$ cat src/rtl/mem_arbiter.sv
// mem_arbiter: arbitrates a fetch port and a data port onto one memory command bus.
// Each accepted request takes three cycles: IDLE (accept), ISSUE (command driven
// to memory), RESP (memory result captured). The response registers load on the
// edge that leaves RESP, so rsp_valid is seen two edges after the accepting edge.
// When both ports contend, data wins until MAX_DATA_STREAK consecutive contended
// data grants have been made, after which a pending fetch wins once.
//
// Ports:
//   clk, reset_n                      clock, asynchronous active-low reset
//   if_req_valid/if_req_ready/if_addr fetch request (op fixed to LW)
//   if_rsp_valid/if_rsp_data/if_rsp_fault  fetch response, one-cycle pulse
//   d_req_valid/d_req_ready/d_op/d_addr/d_wdata  data request
//   d_rsp_valid/d_rsp_data/d_rsp_fault     data response, one-cycle pulse
//   mem_op/mem_addr/mem_in            registered command to the memory unit
//   mem_out/mem_fault                 memory result, valid the cycle after sampling
module mem_arbiter #(
    parameter int unsigned MAX_DATA_STREAK = 4
) (
    input  logic        clk,
    input  logic        reset_n,

    input  logic        if_req_valid,
    output logic        if_req_ready,
    input  logic [31:0] if_addr,
    output logic        if_rsp_valid,
    output logic [31:0] if_rsp_data,
    output logic        if_rsp_fault,

    input  logic        d_req_valid,
    output logic        d_req_ready,
    input  logic [2:0]  d_op,
    input  logic [31:0] d_addr,
    input  logic [31:0] d_wdata,
    output logic        d_rsp_valid,
    output logic [31:0] d_rsp_data,
    output logic        d_rsp_fault,

    output logic [2:0]  mem_op,
    output logic [31:0] mem_addr,
    output logic [31:0] mem_in,
    input  logic [31:0] mem_out,
    input  logic        mem_fault
);

    localparam int unsigned AW  = 32;
    localparam int unsigned DW  = 32;
    localparam int unsigned OPW = 3;
    localparam int unsigned SW  = 4;

    localparam logic [OPW-1:0] OP_LW      = 3'b010;
    localparam logic [OPW-1:0] OP_IDLE    = 3'b000;
    localparam logic [SW-1:0]  STREAK_MAX = SW'(MAX_DATA_STREAK);

    typedef enum logic [1:0] {
        IDLE  = 2'd0,
        ISSUE = 2'd1,
        RESP  = 2'd2
    } state_t;

    state_t        state;
    logic [SW-1:0] streak;
    logic          owner_d;    // transaction in flight belongs to the data port
    logic          is_store;   // in-flight op is a store: response data forced to 0

    logic          accepting;
    logic          fetch_turn;
    logic          grant_f;
    logic          grant_d;
    logic [DW-1:0] rsp_data_c;

    // Grant decision; reset_n gates the readies so nothing is offered during reset.
    always_comb begin
        accepting  = (state == IDLE) && reset_n;
        fetch_turn = if_req_valid && (streak == STREAK_MAX);
        grant_f    = accepting && if_req_valid && (!d_req_valid || fetch_turn);
        grant_d    = accepting && d_req_valid && !fetch_turn;
    end

    assign if_req_ready = grant_f;
    assign d_req_ready  = grant_d;

    // Faulting ops and stores return zero data; loads pass the memory word through.
    assign rsp_data_c = (mem_fault || is_store) ? '0 : mem_out;

    // Arbiter FSM with registered command and response outputs.
    always_ff @(posedge clk or negedge reset_n) begin
        if (!reset_n) begin
            state        <= IDLE;
            streak       <= '0;
            owner_d      <= 1'b0;
            is_store     <= 1'b0;
            mem_op       <= OP_IDLE;
            mem_addr     <= '0;
            mem_in       <= '0;
            if_rsp_valid <= 1'b0;
            if_rsp_data  <= '0;
            if_rsp_fault <= 1'b0;
            d_rsp_valid  <= 1'b0;
            d_rsp_data   <= '0;
            d_rsp_fault  <= 1'b0;
        end else begin
            // Responses are single-cycle pulses; only the RESP exit loads them.
            if_rsp_valid <= 1'b0;
            if_rsp_data  <= '0;
            if_rsp_fault <= 1'b0;
            d_rsp_valid  <= 1'b0;
            d_rsp_data   <= '0;
            d_rsp_fault  <= 1'b0;

            case (state)
                IDLE: begin
                    if (grant_f) begin
                        state    <= ISSUE;
                        owner_d  <= 1'b0;
                        is_store <= 1'b0;
                        streak   <= '0;
                        mem_op   <= OP_LW;
                        mem_addr <= if_addr;
                        mem_in   <= '0;
                    end else if (grant_d) begin
                        state    <= ISSUE;
                        owner_d  <= 1'b1;
                        is_store <= d_op[2];
                        mem_op   <= d_op;
                        mem_addr <= d_addr;
                        mem_in   <= d_wdata;
                        // Only contended data grants build the streak.
                        if (!if_req_valid) begin
                            streak <= '0;
                        end else if (streak != STREAK_MAX) begin
                            streak <= streak + SW'(1);
                        end
                    end else begin
                        mem_op   <= OP_IDLE;
                        mem_addr <= AW'(0);
                        mem_in   <= DW'(0);
                    end
                end

                ISSUE: begin
                    // Memory samples the command on this edge; drop it so no store repeats.
                    state    <= RESP;
                    mem_op   <= OP_IDLE;
                    mem_addr <= AW'(0);
                    mem_in   <= DW'(0);
                end

                RESP: begin
                    state    <= IDLE;
                    mem_op   <= OP_IDLE;
                    mem_addr <= AW'(0);
                    mem_in   <= DW'(0);
                    if (owner_d) begin
                        d_rsp_valid  <= 1'b1;
                        d_rsp_data   <= rsp_data_c;
                        d_rsp_fault  <= mem_fault;
                    end else begin
                        if_rsp_valid <= 1'b1;
                        if_rsp_data  <= rsp_data_c;
                        if_rsp_fault <= mem_fault;
                    end
                end

                default: begin
                    state    <= IDLE;
                    mem_op   <= OP_IDLE;
                    mem_addr <= AW'(0);
                    mem_in   <= DW'(0);
                end
            endcase
        end
    end

endmodule
$ cat config.mk
export PLATFORM = sky130hd
export DESIGN_NAME = mem_arbiter
export DESIGN_NICKNAME = d
export VERILOG_FILES = /design/src/rtl/mem_arbiter.sv
export SDC_FILE = /design/constraint.sdc
export NUM_CORES = 1
export LEC_CHECK = 0
export ABC_AREA = 1
export CAP_MARGIN = 20
export CORE_ASPECT_RATIO = 1.25
export CORE_UTILIZATION = 42
export DETAILED_ROUTE_END_ITERATION = 7
export PLACE_DENSITY = 0.86
export RECOVER_POWER = 25
export SYNTH_ARGS = -nofsm -noshare
export SYNTH_HDL_FRONTEND = slang
export SYNTH_SLANG_ARGS = --single-unit
$ cat constraint.sdc
create_clock -name clk -period 3.9 [get_ports clk]
set_input_delay 0.78 -clock clk [delete_from_list [all_inputs] [get_ports clk]]
set_output_delay 0.78 -clock clk [all_outputs]
set_load 0.02 [all_outputs]
## Word-level counts from Yosys, hierarchy flattened

Cells that the tools add are included.

| storage, ports and cells | value |
|---|---|
| logic and storage cells | 67 |
| memory bits (read-only) | 0 |
| output and inout bits | 137 |
| bits in latches | 0 |
| bits in writable memories | 0 |
| memories | 0 |
| bits of input ports | 136 |
| register bits | 143 |

| cells by class | value |
|---|---|
| reduce and logical (&&, ||, !) cells | 14 |
| multipliers | 0 |
| $add $sub $neg | 1 |
| bitwise logic cells | 0 |
| order comparisons | 0 |
| divide/modulo/power cells | 0 |
| shift-type cells | 0 |
| muxes and demuxes | 33 |
| equality and inequality tests | 6 |

Operators with widths:

| operator | count |
|---|---|
| two-way mux 32 bit | 11 |
| two-way mux 4 bit | 4 |
| two-way mux 1 bit | 12 |
| two-way mux 3 bit | 3 |
| logical AND 1 bit | 6 |
| adder 4 x 1 -> 4 bit (second input constant) | 1 |
| == test 4 x 3 -> 1 bit (second input constant) | 1 |
| two-way mux 2 bit | 2 |
| != test 4 x 3 -> 1 bit (second input constant) | 1 |
| case mux 2 bit (2 select lines) | 1 |
| != test 3 x 1 -> 1 bit (second input constant) | 1 |
| != test 3 bit (second input constant) | 1 |
| AND reduction 3 bit | 1 |
| == test 2 x 1 -> 1 bit (second input constant) | 1 |
| == test 2 bit (second input constant) | 1 |
| zero test 1 bit | 2 |
| zero test 2 bit | 1 |
| logical OR 1 bit | 2 |
| AND reduction 2 bit | 1 |
| nonzero test 2 bit | 1 |

## Logic depth before layout (Yosys ltp)

| logic depth | value |
|---|---|
| depth in word-level cells | 7 |
| gate-level depth with buffers | 9 |
| depth with buffers taken out | 8 |

## Worst setup path after synthesis

No wires, ideal clock.

| timing path | value |
|---|---|
| path type | input-to-output |
| start | input reset_n |
| end | output if_req_ready |
| arrival time | 1.342 ns |
| buffers on the path | 1 |
| slack | 1.778 ns |
| cell stages on the path | 5 |
| required time | 3.120 ns |
| path through | nand3_1 > nor2_1 > nand2_2 > inv_4 > buf_6 |

| between the ends | value |
|---|---|
| longest elaborated chain between the ends | 3 |

RTL lines:

| element | RTL line | text |
|---|---|---|
| start, declared | 20 | `input logic reset_n,` |
| logical AND 1 bit | 73 | `accepting = (state == IDLE) && reset_n;` |
| logical AND 1 bit (2 in series) | 75 | `grant_f = accepting && if_req_valid && (!d_req_valid \|\| fetch_turn);` |
| end, declared | 23 | `output logic if_req_ready,` |

No other way between the ends.

## Worst setup path in the final report

| timing path | value |
|---|---|
| start | input if_req_valid |
| end | output if_req_ready |

| between the ends | value |
|---|---|
| longest elaborated chain between the ends | 3 |
| elaborated cells between the ends (all ways) | 4 |
| classes of those cells | reduce/logical: 4 |

RTL lines:

| element | RTL line | text |
|---|---|---|
| start, declared | 22 | `input logic if_req_valid,` |
| logical AND 1 bit | 74 | `fetch_turn = if_req_valid && (streak == STREAK_MAX);` |
| logical OR 1 bit | 75 |  |
| logical AND 1 bit (*) | 75 |  |

Mark *: on every way between the ends. The rest lies on a longest branch, timed or not.

==> qor.txt <==
Result of the run: finished with violations
Failing checks: capacitance limit, slew limit
Worst max-slew margin expressed relative to the limit: -3.995%
Sequential fraction of the synthesis area: 71.59%
Setup Fix Bufs, Post-CTS: 0
Total number of clock tree sinks: 143
Class of the worst hold path: input port to async pin
Post-synth design cell area: 4999 um^2
Antenna viol nets, final: 0
Crit path launch type: input port
Final Wtd Congestion: 0.8113
Filler cell count: 830
Count of pins over their slew limit: 35
Number of nets in the layout: 898
Total Negative Setup Slacks: 0 ps
Proportion of netlist area held by the largest area contributor: 71.59%
Clock root buffer: sky130_fd_sc_hd__clkbuf_16
Die height: 124.0 um
Total area of sequential cells: 3578 um^2
Worst-margin pin slew: 1560 ps
Part of the power in registers: 42.8%
Max clock buf depth: 2
Post-Synthesis Net Count: 619
Routed length per placed instance: 14.73 um
Biggest area contributors in the synthesized netlist: sky130_fd_sc_hd__dfrtp_1, sky130_fd_sc_hd__nand2_1, sky130_fd_sc_hd__nor2_1
Number of antenna repair diodes: 0
Global-route wire length before repair: 21,290 um
I/O pin count: 273
Reported net switching power: 0.8978 mW
Fmax: 0.3089 GHz
Setup slack on the worst flop-to-flop path: 1510 ps
Number of DRC violations after detailed routing: 0
Crit Path Class: input port to primary output
Register bit total from synthesis: 143
Top post-synthesis cells by count: sky130_fd_sc_hd__dfrtp_1, sky130_fd_sc_hd__nand2_1, sky130_fd_sc_hd__nor2_1
Synthesized instance count: 481
Most frequent cell after synthesis: sky130_fd_sc_hd__dfrtp_1
Pleak: 4.104 nW
Worst-path maximum fanout: 6
Initial core utilization: 43.03%
Final period util: 83.00%
Total global routing track utilization: 23.08%
Hold Fails Final Rpt: 0
Port Buf Inserts: 272
Largest net degree at the start of global routing: 78
MaxCap Viol Count: 1
Clock buffer count from CTS: 17
Clock tree from TritonCTS: yes
Asr flop ratio synth: 100.0%
Via count: 4,184
DRT Wirelength: 13,760 um
R2R Path End: mem_addr[22]
Worst voltage drop across the vdd grid: 249.2 uV
Maximum clock skew at final layout: 9.265 ps
Placeable core region: 11,620 um^2
Post-synthesis average cell area: 10.39 um^2
Via count of the first global-routing pass: 4,433
Cts-stage hold buffer count: 0
Post-CTS clock slew at the launch and capture registers of the worst setup and hold paths: 60 ps
Detailed placement HPWL: 10,220 um
R2R cell count: 9
Main flop type after synthesis: sky130_fd_sc_hd__dfrtp_1
WP data arrival: 2460 ps
Max H-tree Level: 4
Router iterations before antenna repair: 4
RR Startpoint: streak[0]
Internal power contribution: 2.779 mW
Unrepaired setup endpoints after global routing: false
Number of distinct library cells after synthesis: 21
Number of placement rows: 44
Worst Setup End Kind: primary output
Power density over the cells: 437.3 nW/um^2
Data required time of the worst path: 3120 ps
Layout overhead on the synthesized area: 68.19%
Number of gates resized after cts: 0
Part of the total power dissipated in the clock network: 43.2%
Finish-stage setup viols: 0
Fin crit period: 3237 ps
Part of the power in combinational logic: 14.0%
Count of synthesis-stage warnings from yosys: 0
Power Total: 3.676 mW
DRC violation total after the first TritonRoute iteration: 120
Area of the die: 12,340 um^2
Multi-input logic area: 1087 um^2
Via-per-instance ratio: 4.480
Clock insertion delay at the later pin of the skew report: 400 ps
Net switching share of the total power: 24.42%
Total global routing overflow: 0
Number of antenna violations at the first check in global routing: 0
Floorplan die width: 99.58 um
Cell taking the most area after synthesis: sky130_fd_sc_hd__dfrtp_1
Number of enable flip-flop cells after synthesis: 0
Ratio of cells with drive above 1 in the final layout: 6.339%
## stage by stage
stage | instances | worst slack, ps | util, % | hold slack (ps) | cell area [um^2]
2_1_floorplan | 481 | 1778 | - | 401.1 | 4999
3_3_place_gp | 901 | 765.1 | 67.43 | 412.1 | 7833
3_5_place_dp | 902 | 740.6 | 67.66 | 431.9 | 7860
4_1_cts | 934 | 731.2 | 72.75 | 159.3 | 8451
5_1_grt | 934 | 379.8 | 72.37 | 395.1 | 8407
6_report | 934 | 662.9 | 72.37 | 375.4 | 8407
## worst max-delay path: stages
cell and delay, ps:
sky130_fd_sc_hd__dlygate4sd3_1 590, sky130_fd_sc_hd__inv_1 100, sky130_fd_sc_hd__nor2_1 170, sky130_fd_sc_hd__nand2_2 140, sky130_fd_sc_hd__inv_4 80, sky130_fd_sc_hd__clkdlybuf4s50_1 590
## placed cells by master, fill, tap and decap left out
cell type / n
sky130_fd_sc_hd__bufinv_16: 2
sky130_fd_sc_hd__xnor2_1: 1
sky130_fd_sc_hd__nand3b_1: 1
sky130_fd_sc_hd__clkinv_4: 1
sky130_fd_sc_hd__inv_4: 1
sky130_fd_sc_hd__inv_8: 1
sky130_fd_sc_hd__nor3_1: 2
sky130_fd_sc_hd__nor2_1: 105
sky130_fd_sc_hd__clkinvlp_4: 4
sky130_fd_sc_hd__nand2_2: 11
sky130_fd_sc_hd__clkinv_2: 3
sky130_fd_sc_hd__dfrtp_1: 143
sky130_fd_sc_hd__ha_1: 2
sky130_fd_sc_hd__clkdlybuf4s50_1: 270
sky130_fd_sc_hd__o21ai_0: 3
sky130_fd_sc_hd__inv_1: 48
sky130_fd_sc_hd__clkbuf_8: 2
sky130_fd_sc_hd__nand3_1: 5
sky130_fd_sc_hd__nand2_1: 134
sky130_fd_sc_hd__nor2_4: 1
sky130_fd_sc_hd__inv_6: 1
sky130_fd_sc_hd__inv_2: 1
sky130_fd_sc_hd__clkbuf_2: 1
sky130_fd_sc_hd__clkinv_1: 1
sky130_fd_sc_hd__buf_4: 3
sky130_fd_sc_hd__dlygate4sd3_1: 1
sky130_fd_sc_hd__clkbuf_1: 5
sky130_fd_sc_hd__nand4_1: 3
sky130_fd_sc_hd__clkbuf_16: 17
## cell type report
cell class / count / share of cell area, %
Sequential cell: 143 / 42.57
Timing Repair Buffer: 279 / 32.77
Multi-Input combinational cell: 268 / 12.93
Clock buffer: 20 / 5.432
Tap cell: 161 / 2.396
Inverter: 51 / 2.307
Clock inverter: 12 / 1.592
## metal layers
layer / wire length, um / share of wire (%) / up-vias / track usage [%]
met2: 7995 / 58 / 179 / 45.53
met1: 4742 / 34 / 2018 / 22.89
met3: 816 / 5.9 / 14 / 6.453
met4: 201 / 1.5 / 0 / 8.180
met5: 0 / 0 / - / 0
li1: - / - / 1973 / -
## state kept, by name (all words and copies together), names as in the netlist
| signal | count |
|---|---|
| d_rsp_data | 32 |
| if_rsp_data | 32 |
| mem_addr | 32 |
| mem_in | 32 |
| streak | 4 |
| mem_op | 3 |
| state | 2 |
| d_rsp_fault | 1 |
| d_rsp_valid | 1 |
| if_rsp_fault | 1 |
| if_rsp_valid | 1 |
| is_store | 1 |
| owner_d | 1 |
## how the worst max path moves through the flow
| stage | from | end | slack, ps | cells after the start |
|---|---|---|---|---|
| finish | if_req_valid | if_req_ready | 660 | 6 |
| detailed placement | if_req_valid | if_req_ready | 740 | 6 |
| global placement | if_req_valid | if_req_ready | 770 | 6 |
| floorplan | reset_n | if_req_ready | 1780 | 5 |
| CTS | if_req_valid | if_req_ready | 730 | 6 |
| global route | reset_n | d_rsp_data[2] | 380 | 3 |
## cells by family (layout without fill, tap and decap cells)
logic type               count (synthesis)  count (layout)  synth area share [%]
AND/OR/NAND/NOR                        262             262                 20.78
flip-flops                             143             143                 71.59
buffers and inverters                   70             362                 6.658
AO/OA/AOI/OAI                            3               3                0.3003
adder cells (fa/ha/maj)                  2               2                0.5005
XOR/XNOR                                 1               1                0.1753
## power by group through the flow
stage          combinational, mW  sequential (mW)  clock [mW]
2_1_floorplan              0.132             1.67           0
3_3_place_gp               0.507             1.60           0
3_5_place_dp               0.523             1.60           0
4_1_cts                    0.527             1.58        1.62
5_1_grt                    0.560             1.58        1.68
6_report                   0.515             1.57        1.59
Power figures use the tool's default switching activity.
